### src/rtl/rx_trainerror_hs.sv
// Responder side of the TRAINERROR entry handshake: answers the partner's entry request with an entry response.
// Optional partner-request timeout is built when RX_TRAINERROR_TIMEOUT_EN is defined.
module rx_trainerror_hs #(
    parameter int                  SB_MSG_WIDTH   = 4,
    parameter logic [15:0]         TIMEOUT_CYCLES = 16'd8000,
    parameter int                  TIMEOUT_WIDTH  = 16
) (
    input  logic                    i_clk,
    input  logic                    i_rst_n,
    input  logic                    i_trainerror_en,
    input  logic                    i_rx_msg_valid,
    input  logic [SB_MSG_WIDTH-1:0] i_decoded_SB_msg,
    input  logic                    i_falling_edge_busy,
    input  logic                    i_tx_valid,
    output logic [SB_MSG_WIDTH-1:0] o_encoded_SB_msg_rx,
    output logic                    o_valid_rx,
    output logic                    o_trainerror_end_rx,
    output logic                    o_partner_req_trainerror,
    output logic                    o_timeout
);

    localparam logic [1:0] IDLE      = 2'd0;
    localparam logic [1:0] WAIT_REQ  = 2'd1;
    localparam logic [1:0] SEND_RESP = 2'd2;
    localparam logic [1:0] DONE      = 2'd3;

    localparam logic [SB_MSG_WIDTH-1:0] MSG_ENTRY_REQ  = SB_MSG_WIDTH'(15);
    localparam logic [SB_MSG_WIDTH-1:0] MSG_ENTRY_RESP = SB_MSG_WIDTH'(14);

    logic [1:0]              state_q, state_d;
    logic [SB_MSG_WIDTH-1:0] msg_q, msg_d;
    logic                    valid_q, valid_d;
    logic                    end_q, end_d;
    logic                    preq_q, preq_d;
    logic                    timeout_q, timeout_d;
    logic                    req_hit;
    logic                    expired;

    assign req_hit = i_rx_msg_valid && (i_decoded_SB_msg == MSG_ENTRY_REQ);

`ifdef RX_TRAINERROR_TIMEOUT_EN
    localparam logic [TIMEOUT_WIDTH-1:0] TO_LAST = TIMEOUT_WIDTH'(TIMEOUT_CYCLES - 16'd1);

    logic [TIMEOUT_WIDTH-1:0] cnt_q, cnt_d;

    always_comb begin
        cnt_d = '0;
        if (state_q == WAIT_REQ) begin
            cnt_d = cnt_q + 1'b1;
        end
    end

    assign expired = (state_q == WAIT_REQ) && (cnt_q == TO_LAST);

    always_ff @(posedge i_clk or negedge i_rst_n) begin
        if (!i_rst_n) begin
            cnt_q <= '0;
        end else begin
            cnt_q <= cnt_d;
        end
    end
`else
    assign expired = 1'b0;
`endif

    always_comb begin
        state_d   = state_q;
        msg_d     = msg_q;
        valid_d   = valid_q;
        end_d     = end_q;
        preq_d    = preq_q;
        timeout_d = timeout_q;

        if (state_q != IDLE && !i_trainerror_en) begin
            // Any abort returns to IDLE and drops every output, including a latched early request.
            state_d   = IDLE;
            msg_d     = '0;
            valid_d   = 1'b0;
            end_d     = 1'b0;
            preq_d    = 1'b0;
            timeout_d = 1'b0;
        end else begin
            case (state_q)
                IDLE: begin
                    if (req_hit && !i_trainerror_en) begin
                        preq_d = 1'b1;
                    end
                    if (i_trainerror_en) begin
                        if (preq_q || req_hit) begin
                            state_d = SEND_RESP;
                            msg_d   = MSG_ENTRY_RESP;
                            valid_d = 1'b1;
                        end else begin
                            state_d = WAIT_REQ;
                        end
                    end
                end
                WAIT_REQ: begin
                    if (req_hit) begin
                        state_d = SEND_RESP;
                        msg_d   = MSG_ENTRY_RESP;
                        valid_d = 1'b1;
                    end else if (expired) begin
                        state_d   = DONE;
                        timeout_d = 1'b1;
                    end
                end
                SEND_RESP: begin
                    // A busy falling edge while TX holds the sideband finished TX's message, not ours.
                    if (i_falling_edge_busy && !i_tx_valid) begin
                        state_d = DONE;
                        valid_d = 1'b0;
                        end_d   = 1'b1;
                    end
                end
                default: begin
                end
            endcase
        end
    end

    always_ff @(posedge i_clk or negedge i_rst_n) begin
        if (!i_rst_n) begin
            state_q   <= IDLE;
            msg_q     <= '0;
            valid_q   <= 1'b0;
            end_q     <= 1'b0;
            preq_q    <= 1'b0;
            timeout_q <= 1'b0;
        end else begin
            state_q   <= state_d;
            msg_q     <= msg_d;
            valid_q   <= valid_d;
            end_q     <= end_d;
            preq_q    <= preq_d;
            timeout_q <= timeout_d;
        end
    end

    assign o_encoded_SB_msg_rx      = msg_q;
    assign o_valid_rx               = valid_q;
    assign o_trainerror_end_rx      = end_q;
    assign o_partner_req_trainerror = preq_q;
    assign o_timeout                = timeout_q;

endmodule

### config.mk
export PLATFORM = sky130hd
export DESIGN_NAME = rx_trainerror_hs
export DESIGN_NICKNAME = d
export VERILOG_FILES = /design/src/rtl/rx_trainerror_hs.sv
export SDC_FILE = /design/constraint.sdc
export NUM_CORES = 1
export LEC_CHECK = 0
export CORE_AREA = 10 10 47 49
export CTS_BUF_LIST = sky130_fd_sc_hd__clkbuf_4 sky130_fd_sc_hd__clkbuf_8 sky130_fd_sc_hd__clkbuf_16
export DETAILED_ROUTE_END_ITERATION = 12
export DIE_AREA = 0 0 57 59
export HOLD_SLACK_MARGIN = 0.03
export RECOVER_POWER = 50
export SKIP_LAST_GASP = 1
export SYNTH_ARGS = -nofsm -noshare
export SYNTH_HDL_FRONTEND = slang
export SYNTH_SLANG_ARGS = --single-unit
### constraint.sdc
create_clock -name i_clk -period 3.4 [get_ports i_clk]
set_input_delay 0.34 -clock i_clk [delete_from_list [all_inputs] [get_ports i_clk]]
set_output_delay 0.34 -clock i_clk [all_outputs]
set_load 0.02 [all_outputs]
==> results.yml, run 1 <==
die:
  rows: 14
  pin_count: 18
  dieArea_sq_um: 3360
  fp.dieW_um: 57
  core-area_sq_um: 1400
  start_util_pct: 29.7
  fp.dieH_um: 59
critical_path:
  worst_path_most_repeated_cell: "a21o_1"
  crit-reg2reg-launch: "state_q[1]"
  cp-start-kind: "register"
  r2r_cells: 6
  cp_slowest_cell: "dfrtp_1"
  required_ns: 3.54
  cp.arrival_ns: 1.82
  cp-end-kind: "register"
  path_cells: "inv_1 > ha_1 > o21ai_2 > a21o_1 > a21o_1 > a221o_1"
  critPathMaxStageDelay_ns: 0.37
  r2r-end: "o_valid_rx"
  reg2reg_setup_slack_ns: 1.72
  crit_type: "reg2reg"
  cp_max_fo: 8
clock_network:
  cts_hold_buffers: 0
  cts_tree: "done"
  ctsResizeCount: 0
  cts_setup_buffers: 0
  path_clk_slew_ns: 0.05
  clk_latency_ns: 0.26
  numClockSinks: 6
  cts_buffers: 3
  cts-root-buf: "clkbuf_4"
  htreeDepth: 1
  cts_max_path_buffers: 2
placement:
  place_area_sq_um: 561
  placedCellCount: 76
  portBuffers: 15
  gp_congestion: 0.797
  dp_hpwl_um: 773
timing:
  clock-skew-final_ns: 0.00367
  post-route-min-period_ns: 1.68
  max_freq_mhz: 595
  fin_setup_tns_ns: 0
  finalCritPeriodShare_pct: 49.5
  hold_viol: 0
  setup_viol: 0
  finalMaxSlewViolations: 0
  rsz0062_at_grt: "no"
synthesis:
  syn_area_sq_um: 417
  synth_cells: 48
  yosysSeqAreaShare_pct: 36.0
  ys_types: 23
  ys_ff_latch: 6
  yosysWarnings: 0
  synth_edf_count: 0
  async_flop_share_pct: 100
  synth_top_flop_cell: "dfrtp_1"
  synth.avg_cell_area_sq_um: 8.68
power_and_ir_drop:
  p_switching_mw: 0.175
  leakage_nw: 0.273
  p_seq_share_pct: 26.4
  irDropWorstVdd_mv: 0.303
  switching_share_pct: 41.1
  comb_power_share_pct: 56.9
  clkPwrFrac_pct: 16.7
  intPower_mw: 0.251
  p_per_area_nw_per_um2: 731
flow_run:
  cap_violations: 0
route:
  drt_iter0_drc: 9
  firstDrtPassIters: 4
  drc: 0
  route.vias.total: 384
  detail-route-antenna-nets: 0
  avgRoutedWirePerCell_um: 12.6
  drt-total-wl_um: 995
  via_per_inst: 4.86
layout:
  n_fill_cell: 156
  area_delta_synth_final_pct: 39.9
  drive_above_1_share_pct: 6.35
  antennaDiodeCount: 0
  final_cell_mix: "clkdlybuf4s50_1 (13), nor2_1 (6), dfrtp_1 (6)"
  fin_nets: 78
  final_util_pct: 41.6
  layout_commonest_cell: "clkdlybuf4s50_1"
  stdcell_count: 79
  fin_area_sq_um: 583
global_routing:
  antenna_found_initial: 0
  grt_overflow: 0
  grt_pass1_vias: 392
  track_usage_pct: 6.64
  grt_pass1_wl_um: 1690
  grt_max_degree: 9
run_status:
  status: "completed"
worst_hold_path:
  hold_path_class: "in2async"
==> synthesized netlist by cell type (2+ instances only) <==
| library cell | number | area share, % |
|---|---|---|
| a21oi_1 | 2 | 2.4 |
| a21o_1 | 2 | 3.6 |
| o21ai_0 | 2 | 2.4 |
| nor2_1 | 6 | 5.4 |
| nor2b_1 | 3 | 4.5 |
| inv_1 | 4 | 3.6 |
| and3_1 | 2 | 3.0 |
| dfrtp_1 | 6 | 36 |
| ha_1 | 3 | 9.0 |
| buf_4 | 4 | 7.2 |
| nor3_1 | 2 | 2.4 |
==> cell families (layout without fill, tap and decap cells) <==
kind of cell,count (synthesis),in the layout,synth area share [%]
AOI/OAI and AO/OA,13,13,21.9
adders and majority gates,3,3,9.01
buffers and inverters,8,22,10.8
DFF,6,6,36.0
muxes,1,1,2.40
other,1,2,0.900
and+or+nand+nor,16,16,18.9
==> worst max-delay path: cells and delay by family (launching register included) <==
family          cells  cell delay, ns
fa+ha+maj           1            0.32
buf+inv             1            0.09
compound gates      4            0.78
flops               1            0.37
==> how the worst max path moves through the flow <==
| stage | from | to | slack [ns] |
|---|---|---|---|
| after floorplan | state_q[0] | o_valid_rx | 1.84 |
| after global placement | i_trainerror_en | o_valid_rx | 1.57 |
| after CTS | state_q[1] | o_valid_rx | 1.71 |
| after detailed placement | i_trainerror_en | o_valid_rx | 1.57 |
| after global routing | state_q[1] | o_valid_rx | 1.59 |
| final | state_q[1] | o_valid_rx | 1.72 |
==> stage by stage <==
stage                     setup WS, ns  power (mW)  hold slack (ns)
after floorplan                   1.84       0.287           0.0444
after global placement            1.57       0.360            0.479
after detailed placement          1.57       0.357            0.488
after CTS                         1.71       0.432            0.336
after global routing              1.59       0.464            0.403
final                             1.72       0.426            0.400
==> final cells by class <==
class	instances	area, sq um	area share (%)
Clock buffer	3	22.5	3.86
Multi-Input combinational cell	35	225	38.6
Timing Repair Buffer	15	150	25.8
Sequential cell	6	150	25.8
Inverter	4	15.0	2.58
Tap cell	16	20.0	3.43
==> per-layer routing <==
metal	global-route usage (%)	wire length (um)
met1	6.72	440
met2	8.68	394
met3	4.94	122
met4	6.04	36
met5	0	0
==> state kept, by name (all words and copies together) (netlist names) <==
register,flops
o_valid_rx,1
o_encoded_SB_msg_rx,1
o_trainerror_end_rx,1
state_q,2
o_partner_req_trainerror,1
==> power by group through the flow <==
stage	Combinational (mW)	Sequential (mW)	Clock, mW
after floorplan	0.157	0.130	0
after global placement	0.245	0.115	0
after detailed placement	0.242	0.114	0
after CTS	0.244	0.114	0.0738
after global routing	0.267	0.119	0.0781
final	0.243	0.113	0.0710
Power figures use the tool's default switching activity.
==> run 2: changes to the inputs <==
clock period = 1.5 ns   (was 3.4 ns; I/O delays follow)
==> results.yml, run 2 (synthesis results as in run 1) <==
power_and_ir_drop:
  p_seq_share_pct: 21.7
  leakage_nw: 0.318
  switching_share_pct: 39.2
  p_per_area_nw_per_um2: 1780
  irDropWorstVdd_mv: 0.666
  p_switching_mw: 0.471
  comb_power_share_pct: 65.1
  intPower_mw: 0.732
  clkPwrFrac_pct: 13.2
global_routing:
  track_usage_pct: 7.72
  grt_overflow: 0
  grt_max_degree: 8
  antenna_found_initial: 0
  grt_pass1_vias: 460
  grt_pass1_wl_um: 2060
die:
  start_util_pct: 29.7
  dieArea_sq_um: 3360
  fp.dieW_um: 57
  core-area_sq_um: 1400
  pin_count: 18
  rows: 14
  fp.dieH_um: 59
clock_network:
  numClockSinks: 6
  htreeDepth: 1
  cts_hold_buffers: 0
  cts_tree: "done"
  path_clk_slew_ns: 0.05
  clk_latency_ns: 0.25
  cts_max_path_buffers: 2
  cts_buffers: 3
  cts-root-buf: "clkbuf_4"
timing:
  hold_viol: 0
  setup_viol: 1
  post-route-min-period_ns: 1.50
  setup_ws_ns: -0.000193
  finalCritPeriodShare_pct: 100
  max_freq_mhz: 667
  finalMaxSlewViolations: 0
  rsz0062_at_grt: "yes"
  clock-skew-final_ns: 0.00701
critical_path:
  worst_path_most_repeated_cell: "a21o_1"
  crit_family: "compound AO/OA/AOI/OAI gates"
  path_cells: "inv_2 > ha_4 > o21ai_4 > a21o_1 > a21o_1 > a221o_1"
  cp-end-kind: "register"
  cp-start-kind: "register"
  cp_slowest_cell: "dfrtp_1"
  required_ns: 1.63
  critical_path_buf_inv_count: 1
  cp_max_fo: 3
  cp.arrival_ns: 1.63
  crit_type: "reg2reg"
  critPathMaxStageDelay_ns: 0.36
layout:
  largest_register_ffs: 2
  fin_area_sq_um: 674
  area_delta_synth_final_pct: 61.9
  n_fill_cell: 160
  multi_input_area_sq_um: 245
  ff_latch_area_sq_um: 150
  layout_commonest_cell: "clkdlybuf4s50_1"
  drive_above_1_share_pct: 21.9
  stdcell_count: 89
  final_cell_mix: "clkdlybuf4s50_1 (14), buf_4 (9), nor2_1 (6), dfrtp_1 (6)"
  final_util_pct: 48.1
  fin_nets: 88
  antennaDiodeCount: 0
  largest-register: "state_q"
route:
  route.vias.total: 428
  drt_iter0_drc: 4
  firstDrtPassIters: 3
  via_per_inst: 4.81
  detail-route-antenna-nets: 0
  avgRoutedWirePerCell_um: 13.9
  drc: 0
  drt-total-wl_um: 1240
placement:
  placedCellCount: 85
  place_area_sq_um: 641
  portBuffers: 15
  dp_hpwl_um: 1030
  gp_congestion: 0.869
run_status:
  violations: "negative setup slack"
  status: "finished, violations left"
flow_run:
  cap_violations: 0
worst_hold_path:
  hold_path_class: "in2async"
## run 2: cell types whose count changed in the layout (fill, tap and decap cells not counted), sizes merged
cell	before	now
buf	0	9
clkbuf	3	4
clkdlybuf4s50	13	14
dlygate4sd3	2	1
## run 2: timing repair
| item | CTS | global route |
|---|---|---|
| pin swaps | 3 | 0 |
| setup endpoints to repair | 1 | 3 |
| setup buffers | 1 | 0 |
| hold endpoints to repair | 0 | 0 |
| resized for setup | 0 | 1 |
## run 2: power groups by stage
stage	registers [mW]	logic, mW	clock network (mW)
after global placement	0.262	0.728	0
final	0.261	0.783	0.159
after CTS	0.262	0.753	0.158
after floorplan	0.299	0.406	0
after global routing	0.269	0.867	0.169
after detailed placement	0.262	0.736	0
## run 2: metrics by stage
stage	worst slack, ns	hold WS, ns	power [mW]	setup TNS (ns)
after floorplan	0.00313	-0.146	0.704	0
after global placement	-0.0121	0.422	0.990	-0.0121
after detailed placement	-0.0463	0.434	0.998	-0.0463
after CTS	-0.00284	0.165	1.17	-0.00284
after global routing	-0.0746	0.239	1.30	-0.155
final	-0.000193	0.221	1.20	-0.000193
## run 2: layer usage
metal  up-vias  share of wire, %  global-route usage (%)
met3         2               7.9                    4.72
met5         -                 0                       0
met4         0              0.65                    2.01
li1        215                 -                       -
met2        13                49                    13.3
met1       198                42                    7.67
## run 2: worst paths after layout
path / depth (start not counted) / slack, ns / endpoint / start
min in group i_clk: 2 / 0.51 / o_trainerror_end_rx / o_trainerror_end_rx
min reg2reg: 2 / 0.51 / o_trainerror_end_rx / o_trainerror_end_rx
max: 6 / -0.0002 / o_valid_rx / state_q[0]
max in group asynchronous: 1 / 1.04 / state_q[1] / i_rst_n
min: 1 / 0.22 / o_encoded_SB_msg_rx[2] / i_rst_n
max reg2reg: 6 / -0.0002 / o_valid_rx / state_q[0]
## run 2: final cells by class
class | count | area share (%)
clock buffers | 3 | 3.34
inverters | 4 | 2.23
multi-input cells | 35 | 36.4
flip-flops and latches | 6 | 22.3
well taps | 16 | 2.97
repair buffers | 25 | 32.8
==> run 3: changes to the inputs <==
REMOVE_ABC_BUFFERS = 1   (was not set)
==> results.yml, run 3 (synthesis results as in run 1) <==
run_status:
  status: "completed"
global_routing:
  grt_use_met1_pct: 6.70
  antenna_found_initial: 0
  grt_pass1_vias: 468
  grtUsageMet2_pct: 11.5
  track_usage_pct: 7.58
  grt_util_met3_pct: 7.08
  grt_max_degree: 8
  busiest_layer: "met2"
  grt_pass1_wl_um: 1960
  grt_overflow: 0
critical_path:
  cp-start-kind: "register"
  crit_type: "reg2reg"
  cp.arrival_ns: 1.62
  cp-end-kind: "register"
  reg2reg_setup_slack_ns: 0.006
  required_ns: 1.63
  cp_max_fo: 3
layout:
  n_fill_cell: 137
  multi_input_area_sq_um: 253
  layout_commonest_cell: "clkdlybuf4s50_1"
  area_delta_synth_final_pct: 70.9
  fin_nets: 92
  final_util_pct: 50.8
  final_cell_mix: "clkdlybuf4s50_1 (14), buf_4 (13), nor2_1 (6), dfrtp_1 (6)"
  antennaDiodeCount: 0
  drive_above_1_share_pct: 28.6
  ff_latch_area_sq_um: 150
  largest-register: "state_q"
  largest_register_ffs: 2
clock_network:
  cts_hold_buffers: 0
  cts-root-buf: "clkbuf_4"
  htreeDepth: 1
  cts_tree: "done"
  path_clk_slew_ns: 0.05
  cts_buffers: 3
  cts_max_path_buffers: 2
  clk_latency_ns: 0.25
  numClockSinks: 6
route:
  detail-route-antenna-nets: 0
  drt_iter0_drc: 7
  avgRoutedWirePerCell_um: 13.2
  drc: 0
  route.vias.total: 448
  via_per_inst: 4.82
  drt-total-wl_um: 1230
  firstDrtPassIters: 4
die:
  core-area_sq_um: 1400
  rows: 14
  dieArea_sq_um: 3360
  start_util_pct: 29.7
  fp.dieW_um: 57
  pin_count: 18
  fp.dieH_um: 59
placement:
  gp_congestion: 0.791
  portBuffers: 15
  dp_hpwl_um: 990
power_and_ir_drop:
  p_per_area_nw_per_um2: 1760
  leakage_nw: 0.335
  irDropWorstVdd_mv: 0.592
timing:
  clock-skew-final_ns: 0.00517
  finalMaxSlewViolations: 0
  hold_ws_ns: 0.217
  max_freq_mhz: 669
  post-route-min-period_ns: 1.49
  hold_viol: 0
  rsz0062_at_grt: "yes"
  finalCritPeriodShare_pct: 99.6
  setup_viol: 0
worst_hold_path:
  hold_path_class: "in2async"
flow_run:
  cap_violations: 0
run 3: cell types whose count changed in the layout (fill, tap and decap cells not counted):
| cell | previous run | this run |
|---|---|---|
| ha_4 | 1 | 2 |
| o21ai_2 | 0 | 1 |
| buf_4 | 9 | 13 |
| ha_1 | 2 | 0 |
| o21ai_4 | 1 | 0 |
| ha_2 | 0 | 1 |
run 3: cell type report:
class	instances	area share, %
multi-input cells	35	35.5
flip-flops and latches	6	21.1
inverters	4	2.11
repair buffers	29	35.3
clock buffers	3	3.16
well taps	16	2.81
run 3: repair_timing:
| action | 4_1_cts | 5_1_grt |
|---|---|---|
| setup endpoints to repair | 3 | 3 |
| gates resized for setup | 6 | 0 |
| setup buffers | 3 | 1 |
| endpoints found under the hold margin | 0 | 0 |
| pin swaps | 4 | 0 |
run 3: stage by stage:
stage / total power, mW / cells / setup slack, ns / TNS [ns] / instance area (sq um)
6_report: 1.25 / 93 / 0.00614 / 0 / 712
5_1_grt: 1.36 / 93 / -0.0575 / -0.114 / 712
4_1_cts: 1.24 / 92 / 0.000761 / 0 / 708
3_5_place_dp: 0.966 / 86 / -0.0671 / -0.0759 / 636
3_3_place_gp: 0.958 / 86 / -0.0242 / -0.0242 / 636
2_1_floorplan: 0.638 / 45 / -0.0600 / -0.0600 / 390
run 3: layer usage:
metal,share of wire (%),vias to the layer above
met4,1.5,0
met5,0,-
li1,-,225
met3,15,2
met1,39,202
met2,44,19
run 3: report_power, final:
part	leakage [nW]	switching (mW)	internal [mW]	total (mW)
clock	0.0138	0.0593	0.0906	0.150
combinational	0.244	0.380	0.466	0.846
sequential	0.0777	0.0374	0.221	0.258
run 3: worst paths after layout:
path	startpoint	end	cells after the start
max	state_q[0]	o_valid_rx	6
min	i_rst_n	o_valid_rx	1
max reg2reg	state_q[0]	o_valid_rx	6
min reg2reg	o_trainerror_end_rx	o_trainerror_end_rx	2
max in group asynchronous	i_rst_n	o_trainerror_end_rx	1
min in group i_clk	o_trainerror_end_rx	o_trainerror_end_rx	2
run 3: critical path: stages, from the launching register on:
cell and delay [ns]:
dfrtp_1 0.35, inv_2 0.06, ha_4 0.26, o21ai_2 0.05, a21o_1 0.17, a21o_1 0.18
a221o_1 0.30
